<file path="src/rtl/rst_seq.sv">
// Reset sequencer: holds all stage resets, then releases them in order,
// waiting for each stage's ready (bounded by a timeout) before the next.
module rst_seq #(
   parameter int NUM_STAGES  = 4,
   parameter int HOLD_CYCLES = 16,
   parameter int STAGE_DELAY = 8,
   parameter int TIMEOUT     = 1024
) (
   input  logic                  clk,
   input  logic                  rst,
   input  logic                  soft_rst_req,
   input  logic [NUM_STAGES-1:0] stage_rdy,
   output logic [NUM_STAGES-1:0] stage_rst,
   output logic                  all_rdy,
   output logic                  busy,
   output logic                  timeout_err,
   output logic [((NUM_STAGES > 1) ? $clog2(NUM_STAGES) : 1)-1:0] err_stage
);

   localparam int KW   = (NUM_STAGES > 1) ? $clog2(NUM_STAGES) : 1;
   localparam int MAX1 = (HOLD_CYCLES > STAGE_DELAY) ? HOLD_CYCLES : STAGE_DELAY;
   localparam int MAXC = (MAX1 > TIMEOUT) ? MAX1 : TIMEOUT;
   localparam int CW   = $clog2(MAXC + 1);

   localparam logic [CW-1:0] HOLD_LAST = CW'(HOLD_CYCLES - 1);
   localparam logic [CW-1:0] TO_LAST   = CW'(TIMEOUT - 1);
   localparam logic [CW-1:0] GAP_LAST  = CW'(STAGE_DELAY);
   localparam logic [KW-1:0] K_LAST    = KW'(NUM_STAGES - 1);

   typedef enum logic [1:0] {
      HOLD,
      WAIT_RDY,
      GAP,
      DONE
   } state_t;

   state_t          state_q, state_d;
   logic [CW-1:0]   cnt_q, cnt_d;
   logic [KW-1:0]   k_q, k_d, k_inc;
   logic [NUM_STAGES-1:0] stage_rst_d;
   logic            all_rdy_d, busy_d, timeout_err_d;
   logic [KW-1:0]   err_stage_d;
   logic            proceed;

   assign k_inc = k_q + KW'(1);

   // Next-state and next-output logic; soft requests override every state.
   always_comb begin
      state_d       = state_q;
      cnt_d         = cnt_q;
      k_d           = k_q;
      stage_rst_d   = stage_rst;
      all_rdy_d     = all_rdy;
      timeout_err_d = timeout_err;
      err_stage_d   = err_stage;
      proceed       = 1'b0;
      if (soft_rst_req) begin
         state_d     = HOLD;
         cnt_d       = '0;
         k_d         = '0;
         stage_rst_d = '1;
         all_rdy_d   = 1'b0;
      end else begin
         unique case (state_q)
            HOLD: begin
               if (cnt_q == HOLD_LAST) begin
                  stage_rst_d[0] = 1'b0;
                  k_d            = '0;
                  cnt_d          = '0;
                  state_d        = WAIT_RDY;
               end else begin
                  cnt_d = cnt_q + CW'(1);
               end
            end
            WAIT_RDY: begin
               if (stage_rdy[k_q]) begin
                  proceed = 1'b1;
               end else if (cnt_q == TO_LAST) begin
                  proceed       = 1'b1;
                  timeout_err_d = 1'b1;
                  if (!timeout_err) err_stage_d = k_q;
               end else begin
                  cnt_d = cnt_q + CW'(1);
               end
               // Timeout is fail-open: advance just as if ready was seen.
               if (proceed) begin
                  cnt_d = '0;
                  if (k_q == K_LAST) begin
                     state_d   = DONE;
                     all_rdy_d = 1'b1;
                  end else if (STAGE_DELAY == 0) begin
                     stage_rst_d[k_inc] = 1'b0;
                     k_d                = k_inc;
                  end else begin
                     state_d = GAP;
                  end
               end
            end
            GAP: begin
               if (cnt_q == GAP_LAST) begin
                  stage_rst_d[k_inc] = 1'b0;
                  k_d                = k_inc;
                  cnt_d              = '0;
                  state_d            = WAIT_RDY;
               end else begin
                  cnt_d = cnt_q + CW'(1);
               end
            end
            DONE: begin
               state_d = DONE;
            end
         endcase
      end
      busy_d = (state_d != DONE);
   end

   // State and registered outputs; rst also clears the sticky error flags.
   always_ff @(posedge clk) begin
      if (rst) begin
         state_q     <= HOLD;
         cnt_q       <= '0;
         k_q         <= '0;
         stage_rst   <= '1;
         all_rdy     <= 1'b0;
         busy        <= 1'b1;
         timeout_err <= 1'b0;
         err_stage   <= '0;
      end else begin
         state_q     <= state_d;
         cnt_q       <= cnt_d;
         k_q         <= k_d;
         stage_rst   <= stage_rst_d;
         all_rdy     <= all_rdy_d;
         busy        <= busy_d;
         timeout_err <= timeout_err_d;
         err_stage   <= err_stage_d;
      end
   end

endmodule
</file>
<file path="config.mk">
export PLATFORM = sky130hd
export DESIGN_NAME = rst_seq
export DESIGN_NICKNAME = d
export VERILOG_FILES = /design/src/rtl/rst_seq.sv
export SDC_FILE = /design/constraint.sdc
export NUM_CORES = 1
export LEC_CHECK = 0
export BUFFER_PORTS_ARGS = -buffer_cell sky130_fd_sc_hd__buf_4
export CAP_MARGIN = 20
export CORE_MARGIN = 3
export CORE_UTILIZATION = 40
export DETAILED_ROUTE_END_ITERATION = 8
export PLACE_DENSITY = 0.69
export SETUP_SLACK_MARGIN = 0.3
export SKIP_LAST_GASP = 1
export SLEW_MARGIN = 20
export SYNTH_ARGS = -nofsm -noshare
export SYNTH_HDL_FRONTEND = slang
export SYNTH_SLANG_ARGS = --single-unit
</file>
<file path="constraint.sdc">
create_clock -name clk -period 2.4 [get_ports clk]
set_clock_uncertainty 0.05 [all_clocks]
set_input_delay 0.48 -clock clk [delete_from_list [all_inputs] [get_ports clk]]
set_output_delay 0.48 -clock clk [all_outputs]
set_load 0.02 [all_outputs]
</file>
* Word-level counts from Yosys, hierarchy flattened
Index checks and enable logic that the tools add are counted.
** Word-level totals
- Flip-flop bits (word level) :: 24
- Input bits :: 7
- Logic and storage cells :: 68
** Operators by class
- Reduce and logical (&&, ||, !) cells :: 11
- Equal/unequal tests :: 12
- Bitwise logic cells :: 5
- Add/subtract/negate cells :: 2
- $lt $le $gt $ge :: 3
- Multiplexer cells :: 26
** Operators by type and width (count)
- 2-to-1 mux 11 bit :: 5
- one-hot mux 11 bit (3 select lines) :: 1
- == test 11 x 4 -> 1 bit, second input constant :: 2
- 2-to-1 mux 2 bit :: 6
- adder 11 x 1 -> 11 bit, second input constant :: 1
- == test 11 x 10 -> 1 bit, second input constant :: 1
- 2-to-1 mux 1 bit :: 9
- AND reduction 3 bit :: 3
- one-hot mux 2 bit (4 select lines) :: 1
- == test 2 bit, second input constant :: 3
- < comparator 2 x 3 -> 1 bit, second input constant :: 2
- != test 2 bit, second input constant :: 3
- != test 3 bit, second input constant :: 2
- AND reduction 5 bit :: 1
- AND 4 bit :: 1
- inverter 4 bit :: 1
- one-hot mux 2 bit (2 select lines) :: 1
- AND reduction 4 bit :: 1
- inverter 1 bit :: 3
- nonzero test 3 bit :: 1
- adder 2 x 1 -> 2 bit, second input constant :: 1
- binary-select mux 1 bit (select 2 bit) :: 1
- demux 1 bit (select 2 bit) :: 1
- == test 2 x 1 -> 1 bit, second input constant :: 1
- 7 further kinds :: 7

* Logic depth before layout (Yosys ltp)
Gate-level depths: netlist (run 1).
- Depth in word-level cells :: 9
- Mapped depth :: 7
- Gate-level depth less buffers :: 7

* Worst setup path after synthesis (run 1)
No wires, ideal clock.
- Kind :: register to register
- Start point :: register cnt_q[0]
- End point :: register k_q[1]
- Arrival :: 1.716 ns
- Stages on the path, launching flop included :: 7
- Slack :: 0.569 ns
- Clock period less this slack :: 1.831 ns
- Cells stage by stage :: dfxtp_1 -> ha_1 -> and3_1 -> nand2_1 -> a221oi_1 -> mux2_2 -> nor2_1
** On the way
- Cells in the longest elaborated chain, start to end :: 3
- Elaborated cells on any way between the ends :: 5
- Classes of those cells :: eq/ne (4); reduce/logical (1)
** Ends and longest elaborated chain
- start: declaration :: line 38 : logic [CW-1:0] cnt_q, cnt_d;
- start signal: assignment :: line 130 : cnt_q <= cnt_d;
- == test 11 x 4 -> 1 bit, on equally long branches :: line 100, 66
- != test 2 bit (no line)
- AND reduction 3 bit (no line) (*)
- end signal: assignment :: line 131 : k_q <= k_d;
- end: declaration :: line 39 : logic [KW-1:0] k_q, k_d, k_inc;
Mark *: on every way between the ends. The rest lies on a longest branch, timed or not.
A chain may end at the register's enable or synchronous reset.

* Worst setup path after layout (run 1)
- Start point :: register cnt_q[1]
- End point :: register k_q[1]
The elaborated chain is that of the path after synthesis.

==> qor.yml, run 1 <==
flow_run:
  drv_cap: 0
floorplan:
  core_area_mm2: 0.00315
  io_pins: 16
  die_h_um: 64.2
  die_w_um: 64.2
  num_rows: 20
  die-area_mm2: 0.00412
  initial_core_util_pct: 43.0
pwr:
  power_uw: 649
  power_leakage_nw: 0.590
  power_density_mw_per_mm2: 400
  ir_drop_uv: 260
place:
  finalWeightedCongestion: 0.997
  post-place-cells: 210
  dp_worst_setup_slack_ns: 0.270
  dp_hpwl_mm: 2.37
  portBuffers: 15
clocking:
  cts_max_level: 1
  cts_sinks: 24
  cts_tree: "done"
  clockRootBuffer: "clkbuf_4"
  clk_latency_ns: 0.32
  clk_pin_slew_worst_paths_ns: 0.13
  clock_path_buffers: 2
  cts_buffers: 3
yosys:
  synth_commonest_cells: "dfxtp_1 (24), nand2_1 (16), nor3_1 (14)"
  seq_area_frac_synth_pct: 35.5
  synth_ff_type: "dfxtp_1"
  yosys-top-cells-area: "dfxtp_1 (35%), ha_1 (9.2%), nor3_1 (5.2%)"
  synth_edf_count: 0
  synth_cell_type_count: 40
  ys_seq_elements: 24
  yosysWarnings: 0
  netlist_instances: 153
  syn_nets: 170
  syn_avg_cell_area_um2: 8.86
  yosys.area.top_type: "dfxtp_1"
  yosysTopAreaCellShare_pct: 35.5
  netlist_area_mm2: 0.00136
  yosysMostFrequentCell: "dfxtp_1"
  async_flop_share_pct: 0
sta:
  hold_slack_ns: 0.311
  clock.fmax_mhz: 507
  fin_crit_ns: 1.97
  hold_viol: 0
  setup_ws_ns: 0.428
  rsz0062_at_grt: "false"
  tns_ns: 0
  maxSlewViolCount: 0
  max-slew-margin-rel_pct: 64.8
  setup_viol: 0
  tightest_slew_ns: 0.526
  finalCritPeriodShare_pct: 82.2
critical_path:
  worstPathArrival_ns: 2.19
  worstPathMaxFanout: 5
  r2r-start: "cnt_q[1]$_SDFFE_PP0P_"
  r2r_end: "k_q[1]$_SDFFE_PP0P_"
  worstSetupEndpoint: "k_q[1]$_SDFFE_PP0P_"
  worst-path-buf-inv: 0
  crit_path_cell_trace: "ha_1, and3_1, nand2_1, a221oi_2, mux2_2, nor2_1"
  max_stage_delay_ns: 0.42
  crit_type: "reg2reg"
  cpMaxStageDelayCell: "dfxtp_1"
  r2r_cells: 6
  crit_start: "cnt_q[1]$_SDFFE_PP0P_"
  cp.required_ns: 2.62
  start_kind: "flop"
  rrSetupSlack_ns: 0.43
  end_kind: "flop"
  cpLargestDelayFamily: "simple AND/OR/NAND/NOR gates"
  cp.depth: 6
global_route:
  grt_pass1_wl_mm: 5.45
  grt_pass1_vias: 1197
  grt_max_degree: 16
  grtUsageTotal_pct: 16.5
  grt-ovfl-total: 0
  antenna_found_initial: 0
cells_and_area:
  finalNonFillerCells: 216
  syn2layout_area_growth_pct: 19.9
  layout.nets: 190
  antennaDiodeCount: 0
  drive_gt1_share_pct: 20.9
detailed_routing:
  routedWlPerCell_um: 15.1
  avgViaCountPerCell: 5.70
  drt.antenna.violating_nets: 0
  routed_wl_mm: 3.26
  firstDrtPassIters: 4
  drcViolationCount: 0
  dr.first_iter.drc_count: 76
  vias: 1231
hold_path:
  hold_class: "in2reg"
status:
  status: "complete, no violations"
[stage by stage]
step           util (%)  cell area, um2
2_1_floorplan         -            1360
3_3_place_gp       48.2            1520
3_5_place_dp       48.2            1520
4_1_cts            49.7            1570
5_1_grt            51.5            1620
6_report           51.5            1620
[layout by cell type, fill, tap and decap left out, drive strengths merged, types with 3 or more instances in the layout]
cell type  netlist  routed
nor2            11      12
nor2b            3       3
mux2i            4       4
nand3            3       3
or3              3       3
nand2           16      16
inv              8       8
xnor2            8       8
dfxtp           24      24
nand3b           3       3
nor3            14      14
nor4             8       8
and3             4       4
ha              10      10
buf              0      17
a221oi           3       3
clkbuf           3       4
[flip-flops by register name (all words and copies together), names as in the netlist]
name,flops
all_rdy,1
timeout_err,1
busy,1
err_stage,2
k_q,2
stage_rst,4
state_q,2
cnt_q,11
[layer usage]
metal / wire [um] / vias to the layer above / global-route usage [%]
met3: 184 / 9 / 1.58
met5: 0 / - / 0
met1: 1500 / 568 / 21.7
met4: 89 / 0 / 8.71
li1: - / 600 / -
met2: 1490 / 54 / 26.5
[power breakdown]
part	switching [mW]	internal (mW)	leakage, nW
sequential	0.00224	0.400	0.194
clock	0.125	0.0929	0.0210
combinational	0.0151	0.0140	0.375
[worst min-delay path by stage]
stage / start / end / slack (ns) / depth (start not counted)
final: rst / err_stage[1]$_SDFFE_PP0P_ / 0.31 / 2
after floorplan: stage_rst[1]$_SDFFE_PP1P_ / stage_rst[1]$_SDFFE_PP1P_ / 0.47 / 2
after global placement: stage_rst[2]$_SDFFE_PP1P_ / stage_rst[2]$_SDFFE_PP1P_ / 0.38 / 2
after global routing: rst / err_stage[1]$_SDFFE_PP0P_ / 0.30 / 2
after detailed placement: stage_rst[3]$_SDFFE_PP1P_ / stage_rst[3]$_SDFFE_PP1P_ / 0.39 / 2
after CTS: rst / err_stage[1]$_SDFFE_PP0P_ / 0.30 / 2
[area by class of cell]
| cell class | count | area, um2 |
|---|---|---|
| fill | 316 | 1530 |
| inverter | 8 | 30.0 |
| clock buffer | 4 | 36.3 |
| tap | 44 | 55.1 |
| sequential | 24 | 482 |
| timing repair buffer | 17 | 128 |
| multi-input combinational | 119 | 893 |
[what timing repair did]
| action | 4_1_cts | 5_1_grt |
|---|---|---|
| resized for setup | 2 | 7 |
| setup endpoints to repair | 10 | 14 |
| pin swaps | 0 | 2 |
| hold buffers | 0 | 0 |
| cloned | 0 | 1 |
| buffers inserted | 0 | 1 |
| hold endpoints to repair | 0 | 0 |
[cell families after synthesis]
kind of cell | count (synthesis) | share of synthesized area (%)
flip-flops | 24 | 35.5
AO/OA/AOI/OAI | 17 | 10.1
adder cells (fa/ha/maj) | 10 | 9.23
XOR/XNOR | 9 | 5.82
multiplexers | 7 | 6.28
AND/OR/NAND/NOR | 75 | 30.1
buffers and inverters | 11 | 3.05
[worst reg2reg max path: cells and delay by family, from the launching register on]
kind / cells / cell delay, ns
DFF: 1 / 0.42
adders and majority gates: 1 / 0.26
AOI/OAI and AO/OA: 1 / 0.35
muxes: 1 / 0.39
and+or+nand+nor: 3 / 0.45
No activity file was read; power rests on OpenSTA's default activity.
==> run 2, diff against run 1 <==
--- a/config.mk
+++ b/config.mk
@@ -10,7 +10,7 @@
 export CORE_MARGIN = 3
 export CORE_UTILIZATION = 40
 export DETAILED_ROUTE_END_ITERATION = 8
-export PLACE_DENSITY = 0.69
+export PLACE_DENSITY = 0.72
 export SETUP_SLACK_MARGIN = 0.3
 export SKIP_LAST_GASP = 1
 export SLEW_MARGIN = 20
==> constraint.sdc (replaced) <==
create_clock -name clk -period 1.65 [get_ports clk]
set_clock_uncertainty 0.05 [all_clocks]
set_input_delay 0.33 -clock clk [delete_from_list [all_inputs] [get_ports clk]]
set_output_delay 0.33 -clock clk [all_outputs]
set_load 0.02 [all_outputs]
==> qor.yml, run 2 (synthesis results as in run 1) <==
status:
  status: "finished with violations"
  violations: "setup timing"
sta:
  hold_slack_ns: 0.160
  fin_crit_ns: 1.88
  clock.fmax_mhz: 533
  rsz0062_at_grt: "true"
  tightest_slew_ns: 0.427
  max-slew-margin-rel_pct: 71.3
  setup_ws_ns: -0.227
  finalCritPeriodShare_pct: 114
  maxSlewViolCount: 0
  hold_viol: 0
  setup_viol: 21
critical_path:
  r2r_cells: 5
  cp.required_ns: 1.85
  max_stage_delay_ns: 0.55
  crit_path_cell_trace: "or4_4, or3_1, a221oi_2, o22ai_1, nand3b_1"
  cpMaxStageDelayCell: "or4_4"
  r2r_end: "busy$_SDFF_PP1_"
  rrSetupSlack_ns: -0.23
  end_kind: "flop"
  crit_type: "reg2reg"
  worstPathMaxFanout: 3
  worstPathArrival_ns: 2.08
  r2r-start: "cnt_q[7]$_SDFFE_PP0P_"
  start_kind: "flop"
clocking:
  cts_buffers: 3
  cts_sinks: 24
  clockRootBuffer: "clkbuf_4"
  clk_latency_ns: 0.31
  cts_tree: "done"
  cts_hold_buf: 0
  cts_max_level: 1
  clock_path_buffers: 2
  clk_pin_slew_worst_paths_ns: 0.13
hold_path:
  hold_class: "in2reg"
  min-delay-start: "rst"
  hold_path_depth: 2
  hold_path_end: "state_q[0]$_SDFF_PP0_"
cells_and_area:
  final_common_cell: "buf_4"
  largest_reg_flops: 11
  mostFrequentLayoutCells: "buf_4 (38), nand2_1 (15)"
  multi_input_area_um2: 993
  largestRegisters: "cnt_q x11, stage_rst x4"
  layout.nets: 212
  seq_area_um2: 508
  fillers: 298
  drive_gt1_share_pct: 43.5
  syn2layout_area_growth_pct: 40.6
  antennaDiodeCount: 0
  regMostFlops: "cnt_q"
floorplan:
  initial_core_util_pct: 43.0
  die-area_mm2: 0.00412
  io_pins: 16
  die_h_um: 64.2
  core_area_mm2: 0.00315
  num_rows: 20
  die_w_um: 64.2
flow_run:
  drv_cap: 0
pwr:
  switchingPower_uw: 200
  clkPwrFrac_pct: 28.9
  power_leakage_nw: 0.715
  internal_power_uw: 689
  power_density_mw_per_mm2: 466
  ir_drop_uv: 264
  pwr-share-seq_pct: 65.2
  combPwrFrac_pct: 5.9
  switching_share_pct: 22.5
detailed_routing:
  drt.antenna.violating_nets: 0
  drcViolationCount: 0
  vias: 1301
  firstDrtPassIters: 4
  avgViaCountPerCell: 5.49
  dr.first_iter.drc_count: 50
  routed_wl_mm: 3.58
  routedWlPerCell_um: 15.1
global_route:
  grt-ovfl-total: 0
  grt_max_degree: 16
  antenna_found_initial: 0
  grt_pass1_wl_mm: 5.92
  grt_pass1_vias: 1249
  grtUsageTotal_pct: 18.1
place:
  portBuffers: 15
  dp_hpwl_mm: 2.61
  dp_worst_setup_slack_ns: -0.139
  finalWeightedCongestion: 0.881
[run 2: cell count changes in the layout (fill, tap and decap cells not counted), sizes merged]
cell,before,now
buf,17,39
clkbuf,4,3
[run 2: worst max path at each step]
| stage | start | endpoint | slack [ns] | cells after the start |
|---|---|---|---|---|
| after global placement | cnt_q[7]$_SDFFE_PP0P_ | k_q[0]$_SDFFE_PP0P_ | -0.09 | 6 |
| after floorplan | cnt_q[7]$_SDFFE_PP0P_ | busy$_SDFF_PP1_ | -0.07 | 5 |
| after CTS | cnt_q[7]$_SDFFE_PP0P_ | busy$_SDFF_PP1_ | -0.19 | 5 |
| after global routing | cnt_q[7]$_SDFFE_PP0P_ | busy$_SDFF_PP1_ | -0.25 | 5 |
| after detailed placement | cnt_q[7]$_SDFFE_PP0P_ | busy$_SDFF_PP1_ | -0.14 | 5 |
| final | cnt_q[7]$_SDFFE_PP0P_ | busy$_SDFF_PP1_ | -0.23 | 5 |
[run 2: repair_timing]
item	4_1_cts	5_1_grt
gates resized for setup	8	9
cloned	1	0
endpoints found under the setup margin	24	25
hold endpoints to repair	0	0
pin swaps	8	2
setup buffers	1	0
[run 2: power groups by stage]
stage	clock network, mW	logic, mW	registers, mW
after floorplan	0	0.0248	0.594
after global placement	0	0.0502	0.593
after detailed placement	0	0.0513	0.593
after CTS	0.276	0.0523	0.580
after global routing	0.299	0.0579	0.580
final	0.257	0.0523	0.580
[run 2: final cells by class]
class / instances / share of cell area, %
timing repair buffer: 39 / 15.6
tap: 44 / 2.89
sequential: 24 / 26.7
inverter: 8 / 1.58
multi-input combinational: 119 / 52.1
clock buffer: 3 / 1.18
[run 2: routing by layer]
metal | vias up | track usage (%) | part of all wire, %
met1 | 596 | 23.3 | 43
li1 | 652 | - | -
met2 | 43 | 31.0 | 48
met5 | - | 0 | 0
met4 | 0 | 6.33 | 2.9
met3 | 10 | 2.28 | 5.4
[run 2: per-stage QoR]
stage / instances / cell area (um2) / power, mW / TNS, ns / util (%)
after floorplan: 153 / 1470 / 0.618 / -0.174 / -
after global placement: 232 / 1800 / 0.643 / -1.08 / 57.1
after detailed placement: 232 / 1800 / 0.644 / -1.54 / 57.1
final: 237 / 1910 / 0.889 / -2.17 / 60.4
after CTS: 237 / 1860 / 0.909 / -1.38 / 59.1
after global routing: 237 / 1910 / 0.937 / -4.19 / 60.4
[run 2: worst max-delay path: cells and delay by family (launching register included)]
family	cells	cell delay [ns]
AOI/OAI and AO/OA	2	0.34
DFF	1	0.35
and+or+nand+nor	3	1.07
